**config.mk**
```make
export PLATFORM = sky130hd
export DESIGN_NAME = e_n_chk_acc
export DESIGN_NICKNAME = d
export VERILOG_FILES = /design/src/rtl/e_n_chk_pkg.sv /design/src/rtl/e_n_chk_acc_lane.sv /design/src/rtl/e_n_chk_acc.sv
export SDC_FILE = /design/constraint.sdc
export NUM_CORES = 1
export LEC_CHECK = 0
export CAP_MARGIN = 10
export CORE_UTILIZATION = 40
export CTS_BUF_LIST = sky130_fd_sc_hd__clkbuf_16
export DETAILED_ROUTE_END_ITERATION = 6
export DONT_BUFFER_PORTS = 1
export PLACE_DENSITY = 0.65
export SYNTH_ARGS = -nofsm -noshare
export SYNTH_HDL_FRONTEND = slang
export SYNTH_SLANG_ARGS = --single-unit
export TNS_END_PERCENT = 30
```
**constraint.sdc**
```tcl
create_clock -name clk -period 1.9 [get_ports clk]
set_clock_uncertainty 0.1 [all_clocks]
set_input_delay 0.19 -clock clk [delete_from_list [all_inputs] [get_ports clk]]
set_output_delay 0.19 -clock clk [all_outputs]
set_load 0.005 [all_outputs]
```
**src/rtl/e_n_chk_pkg.sv**
```systemverilog
// Shared types and helpers for the e_n_chk_acc column accumulator.
// Holds the frame FSM state enum and the beat-counter width function.
package e_n_chk_pkg;

    typedef enum logic {
        ACC  = 1'b0,
        HOLD = 1'b1
    } state_t;

    // Counter must be able to hold the value ROWS itself, not just ROWS-1.
    function automatic int cnt_width(input int rows);
        return (rows < 1) ? 1 : $clog2(rows + 1);
    endfunction

endpackage

```
**src/rtl/e_n_chk_acc_lane.sv**
```systemverilog
// One column lane of e_n_chk_acc: a Z_BITS accumulator with add-enable
// and synchronous clear; sums wrap modulo 2^Z_BITS.
module chk_acc_lane #(
    parameter int A_BITS = 8,
    parameter int Z_BITS = 12
) (
    input  logic              clk,
    input  logic              rst,
    input  logic              clr,
    input  logic              add_en,
    input  logic [A_BITS-1:0] a,
    output logic [Z_BITS-1:0] z
);

    logic [Z_BITS-1:0] sum_q;

    always_ff @(posedge clk) begin
        if (rst || clr) begin
            sum_q <= '0;
        end else if (add_en) begin
            sum_q <= sum_q + Z_BITS'(a);
        end
    end

    assign z = sum_q;

endmodule

```
**src/rtl/e_n_chk_acc.sv**
```systemverilog
// Frame accumulator: sums ROWS accepted beats per lane, then presents the sums
// until acknowledged. Optional checksum compare under macro E_N_CHK_ACC_CMP_EN.
module e_n_chk_acc
    import e_n_chk_pkg::*;
#(
    parameter int NUM_CH = 4,
    parameter int ROWS   = 4,
    parameter int A_BITS = 8,
    parameter int Z_BITS = 12
) (
    input  logic                     clk,
    input  logic                     rst,
    input  logic                     clear,
    input  logic                     in_valid,
    output logic                     in_ready,
    input  logic [NUM_CH*A_BITS-1:0] a,
    output logic                     out_valid,
    input  logic                     out_ready,
    output logic [NUM_CH*Z_BITS-1:0] z,
    input  logic [NUM_CH*Z_BITS-1:0] ref_chk,
    output logic [NUM_CH-1:0]        err,
    output logic                     err_any,
    output state_t                   dbg_state
);

    localparam int CNT_W = cnt_width(ROWS);
    localparam logic [CNT_W-1:0] LAST_BEAT = CNT_W'(ROWS - 1);

    // Handshake: a beat transfers on a rising edge where in_valid && in_ready;
    // the result transfers on a rising edge where out_valid && out_ready.
    // in_ready and out_valid are registered and depend only on the FSM state.
    state_t           state_q;
    logic [CNT_W-1:0] cnt_q;
    logic             in_ready_q;
    logic             out_valid_q;

    logic accept;
    logic release_frame;
    logic lane_clr;
    logic lane_add;

    assign accept        = in_valid && in_ready_q;
    assign release_frame = (state_q == HOLD) && out_ready;
    assign lane_clr      = clear || release_frame;
    assign lane_add      = accept && !clear;

    always_ff @(posedge clk) begin
        if (rst || clear) begin
            state_q     <= ACC;
            cnt_q       <= '0;
            in_ready_q  <= 1'b1;
            out_valid_q <= 1'b0;
        end else begin
            case (state_q)
                ACC: begin
                    if (accept) begin
                        cnt_q <= cnt_q + CNT_W'(1);
                        if (cnt_q == LAST_BEAT) begin
                            state_q     <= HOLD;
                            in_ready_q  <= 1'b0;
                            out_valid_q <= 1'b1;
                        end
                    end
                end
                HOLD: begin
                    if (out_ready) begin
                        state_q     <= ACC;
                        cnt_q       <= '0;
                        in_ready_q  <= 1'b1;
                        out_valid_q <= 1'b0;
                    end
                end
                default: begin
                    state_q     <= ACC;
                    cnt_q       <= '0;
                    in_ready_q  <= 1'b1;
                    out_valid_q <= 1'b0;
                end
            endcase
        end
    end

    assign in_ready  = in_ready_q;
    assign out_valid = out_valid_q;
    assign dbg_state = state_q;

    logic [Z_BITS-1:0] lane_z [NUM_CH];

    for (genvar k = 0; k < NUM_CH; k++) begin : g_lane
        chk_acc_lane #(
            .A_BITS(A_BITS),
            .Z_BITS(Z_BITS)
        ) u_lane (
            .clk   (clk),
            .rst   (rst),
            .clr   (lane_clr),
            .add_en(lane_add),
            .a     (a[k*A_BITS +: A_BITS]),
            .z     (lane_z[k])
        );
        assign z[k*Z_BITS +: Z_BITS] = lane_z[k];
    end

`ifdef E_N_CHK_ACC_CMP_EN
    // Compare is gated by out_valid, so ref_chk only matters while in HOLD.
    always_comb begin
        err = '0;
        if (out_valid_q) begin
            for (int k = 0; k < NUM_CH; k++) begin
                err[k] = (lane_z[k] != ref_chk[k*Z_BITS +: Z_BITS]);
            end
        end
    end
    assign err_any = |err;
`else
    logic unused_ref_chk;
    assign unused_ref_chk = ^ref_chk;
    assign err     = '0;
    assign err_any = 1'b0;
`endif

endmodule
```
==> results.txt <==
- Summed over all layers, the routed wires come to 8940 um.
* Number of buffers added on ports: 0
- The library cell used most frequently in the layout, excluding fill and tap cells, is sky130_fd_sc_hd__buf_4.
* Met3 GRT Util: 4.05%
- End of the worst register-to-register path: g_lane[2].u_lane.z[11]
* Depth of the CTS H-tree: 2
- Setup ws final: -82.6 ps
- The tightest hold path in the finished design has a slack of 85.4 ps.
* DRC viols: 0
- The longest clock path from root to sink contains 2 buffers.
- RSZ-0062 raised after global routing: yes
- The worst register-to-register path begins at g_lane[2].u_lane.z[3].
- EDFF count, synth: 0
- Tracing the worst setup path back leads to its startpoint at g_lane[2].u_lane.z[3].
* Number of I/O pins: 141
- At the worst endpoint, the required time is 1970 ps.
* Critical Path Source Type: flop
- Placement Rows: 33
- The hold violation total from the final report was 0.
- The most critical setup path has its endpoint at g_lane[2].u_lane.z[11].
- Number of pins exceeding their max-slew limit in the final report: 0
- Count of mapped cells out of synthesis: 411
- Clock tree sinks: 54
- Highest achievable clock rate: 504 MHz
* Clock tree from TritonCTS: yes
- The Yosys step of the flow raised 0 warnings.
- For this run, asynchronously set or reset flops after synthesis account for 0%.
- Worst slack at placement: -151 ps
* WP data arrival: 2060 ps
- In this run, distinct cell masters in the synthesized netlist total 46.
- Area of the core: 0.00822 mm2
- In the global route stage, overall resource usage came out at 20.3%.
* Area growth syn-to-layout: 29.2%
- At the end of routability-driven placement, the weighted congestion stood at 0.813.
- Result of the run: finished with violations
- Summed over all nets, the half-perimeter wirelength after detailed placement is 6480 um.
* Post-detailed-route via-to-cell ratio: 5.58
- Mean routed wirelength per cell: 15.7 um
- Of the available clock period, the critical path in the final layout requires 104%.
- Of the cells placed in the final design, the portion with a size suffix greater than 1 is 28.0%.
- CP max FO: 4
* Max-cap violations: 0
* Per-instance average area after synthesis: 8.28 um2
- Die extent in x: 94.2 um
* Net total in the final layout: 588
* Pre-antenna DRT Iters: 4
- IR drop worst, VDD: 373 uV
* Effective utilization at floorplan: 41.4%
- For met2 alone, demand over resource in global routing was 35.1%.
- The floorplan step defined a die boundary enclosing 0.00888 mm2.
* Layer with the highest usage: met2
* Failing checks: setup timing
- Final antenna-violating net count: 0
- Pin count of the biggest net entering global routing: 31
- Seq cells post-synth: 54
- Reg2Reg Depth: 6
- R2r setup slk: -80 ps
- Met1 routing resource usage after global routing: 24.4%
- Setup violations remaining at the end of the flow were counted as 7.
- Critical path endpoint category: flop
* Predominant post-synthesis flop cell: sky130_fd_sc_hd__dfxtp_1
- The initial antenna violation count was 0.
- Power comes to 2610 uW.
- The number of antenna diodes in the final layout is 0.
- The share of the Yosys chip area taken by registers is 31.8%.
* Overall die height: 94.2 um
- Clock tree root driver cell: sky130_fd_sc_hd__clkbuf_16
- Number of global-route vias before repair: 3089
* Clock slew at reported path FFs: 70 ps
* Kind of critical path: reg -> reg
- The first global-routing pass estimated 14000 um of wire.
- Count of vias placed by the detailed router: 3183
- Leaving out fill and tap cells, the most frequent cells in the layout are 58 x sky130_fd_sc_hd__buf_4, 55 x sky130_fd_sc_hd__nand2_1, 44 x sky130_fd_sc_hd__dfxtp_1.
- The first routing iteration left 122 violations.
- Counting the buffers created by CTS gives 5.
- Syn Std Cell Area: 0.00340 mm2
- Clock insertion delay at the later pin of the skew report: 290 ps
- The worst hold path belongs to the class in -> reg.
* Shortest clock period the worst path allows after layout: 1980 ps
- Remaining global-route overflow: 0
- LEAKAGE: 0.00189 uW
* Pwr per Cell Area: 593 mW/mm2
-- registers in the layout, summed over array words and instances, names as in the netlist --
signal and cells:
out_valid 1, in_ready 1, dbg_state 1, g_lane.u_lane.z 48, cnt_q 3
-- layout make-up --
class / instances / area (um2)
inverters: 8 / 30.0
repair buffers: 61 / 485
clock buffers: 5 / 125
well taps: 105 / 131
flip-flops and latches: 54 / 1090
clock inverters: 2 / 33.8
multi-input cells: 335 / 2500
fillers: 787 / 3820
-- cells by family (layout without fill, tap and decap cells) --
logic type                 after synthesis  in the layout  synth area share, %
DFF                                     54             54                 31.8
muxes                                    6              6                 1.76
buffers and inverters                   26             76                 3.68
adders and majority gates               38             38                 14.9
and+or+nand+nor                        152            152                 21.2
xor gates and xnor gates                20             20                 5.15
other                                    1              5                0.110
AOI/OAI and AO/OA                      114            114                 21.5
-- where the power goes --
group | switching (uW) | internal (uW)
registers | 16.6 | 1150
clock network | 409 | 611
logic | 230 | 192
-- critical path: stages, from the launching register on --
cell and delay (ps):
sky130_fd_sc_hd__dfxtp_2 330, sky130_fd_sc_hd__ha_4 220, sky130_fd_sc_hd__and3_4 170, sky130_fd_sc_hd__a2111o_1 490, sky130_fd_sc_hd__a221oi_4 330, sky130_fd_sc_hd__or3_4 190, sky130_fd_sc_hd__a21oi_2 40
-- worst min path at each step --
stage,cells past startpoint,end,start
after floorplan,2,in_ready,rst
after CTS,3,g_lane[3].u_lane.z[0],a[24]
after global placement,2,dbg_state,out_ready
final,3,in_ready,rst
after global routing,2,dbg_state,rst
after detailed placement,2,dbg_state,out_ready
-- per-stage QoR --
stage | cells | setup TNS, ps | util [%] | instance area, um2
after CTS | 569 | -390 | 52.0 | 4280
after global placement | 559 | -867 | 48.8 | 4010
after detailed placement | 559 | -1170 | 48.8 | 4010
after floorplan | 415 | -81.4 | - | 3520
after global routing | 570 | -1440 | 53.5 | 4400
final | 570 | -238 | 53.5 | 4400
-- cell usage after synthesis, types with 6 or more instances --
cell type                   n  share of area (%)
sky130_fd_sc_hd__a211oi_1  14                3.1
sky130_fd_sc_hd__and3_1    12                2.2
sky130_fd_sc_hd__nand2b_1   7                1.3
sky130_fd_sc_hd__inv_1      8               0.88
sky130_fd_sc_hd__xnor2_1   10                2.6
sky130_fd_sc_hd__ha_1      34                 13
sky130_fd_sc_hd__a21oi_1   33                4.9
sky130_fd_sc_hd__mux2i_1    6                1.8
sky130_fd_sc_hd__nand4_1    6                1.1
sky130_fd_sc_hd__nand2_1   55                6.1
sky130_fd_sc_hd__or3_1     10                1.8
sky130_fd_sc_hd__dfxtp_1   54                 32
sky130_fd_sc_hd__nand3_1    8                1.2
sky130_fd_sc_hd__o21ai_0   28                4.1
sky130_fd_sc_hd__a21o_1    12                2.6
sky130_fd_sc_hd__xor2_1    10                2.6
sky130_fd_sc_hd__nor2_1    36                4.0
sky130_fd_sc_hd__buf_4      6                1.3
-- per-layer routing --
metal | vias to the layer above | share of wire [%]
li1 | 1583 | -
met1 | 1507 | 44
met2 | 79 | 50
met3 | 14 | 4.5
met4 | 0 | 2.3
met5 | - | 0
-- what timing repair did --
item,CTS,global route
endpoints found under the setup margin,17,26
buffers inserted,2,1
pin swaps,12,14
resized for setup,19,25
hold endpoints to repair,1,0
hold buffers,1,0
(Power assumes the default switching activity.)
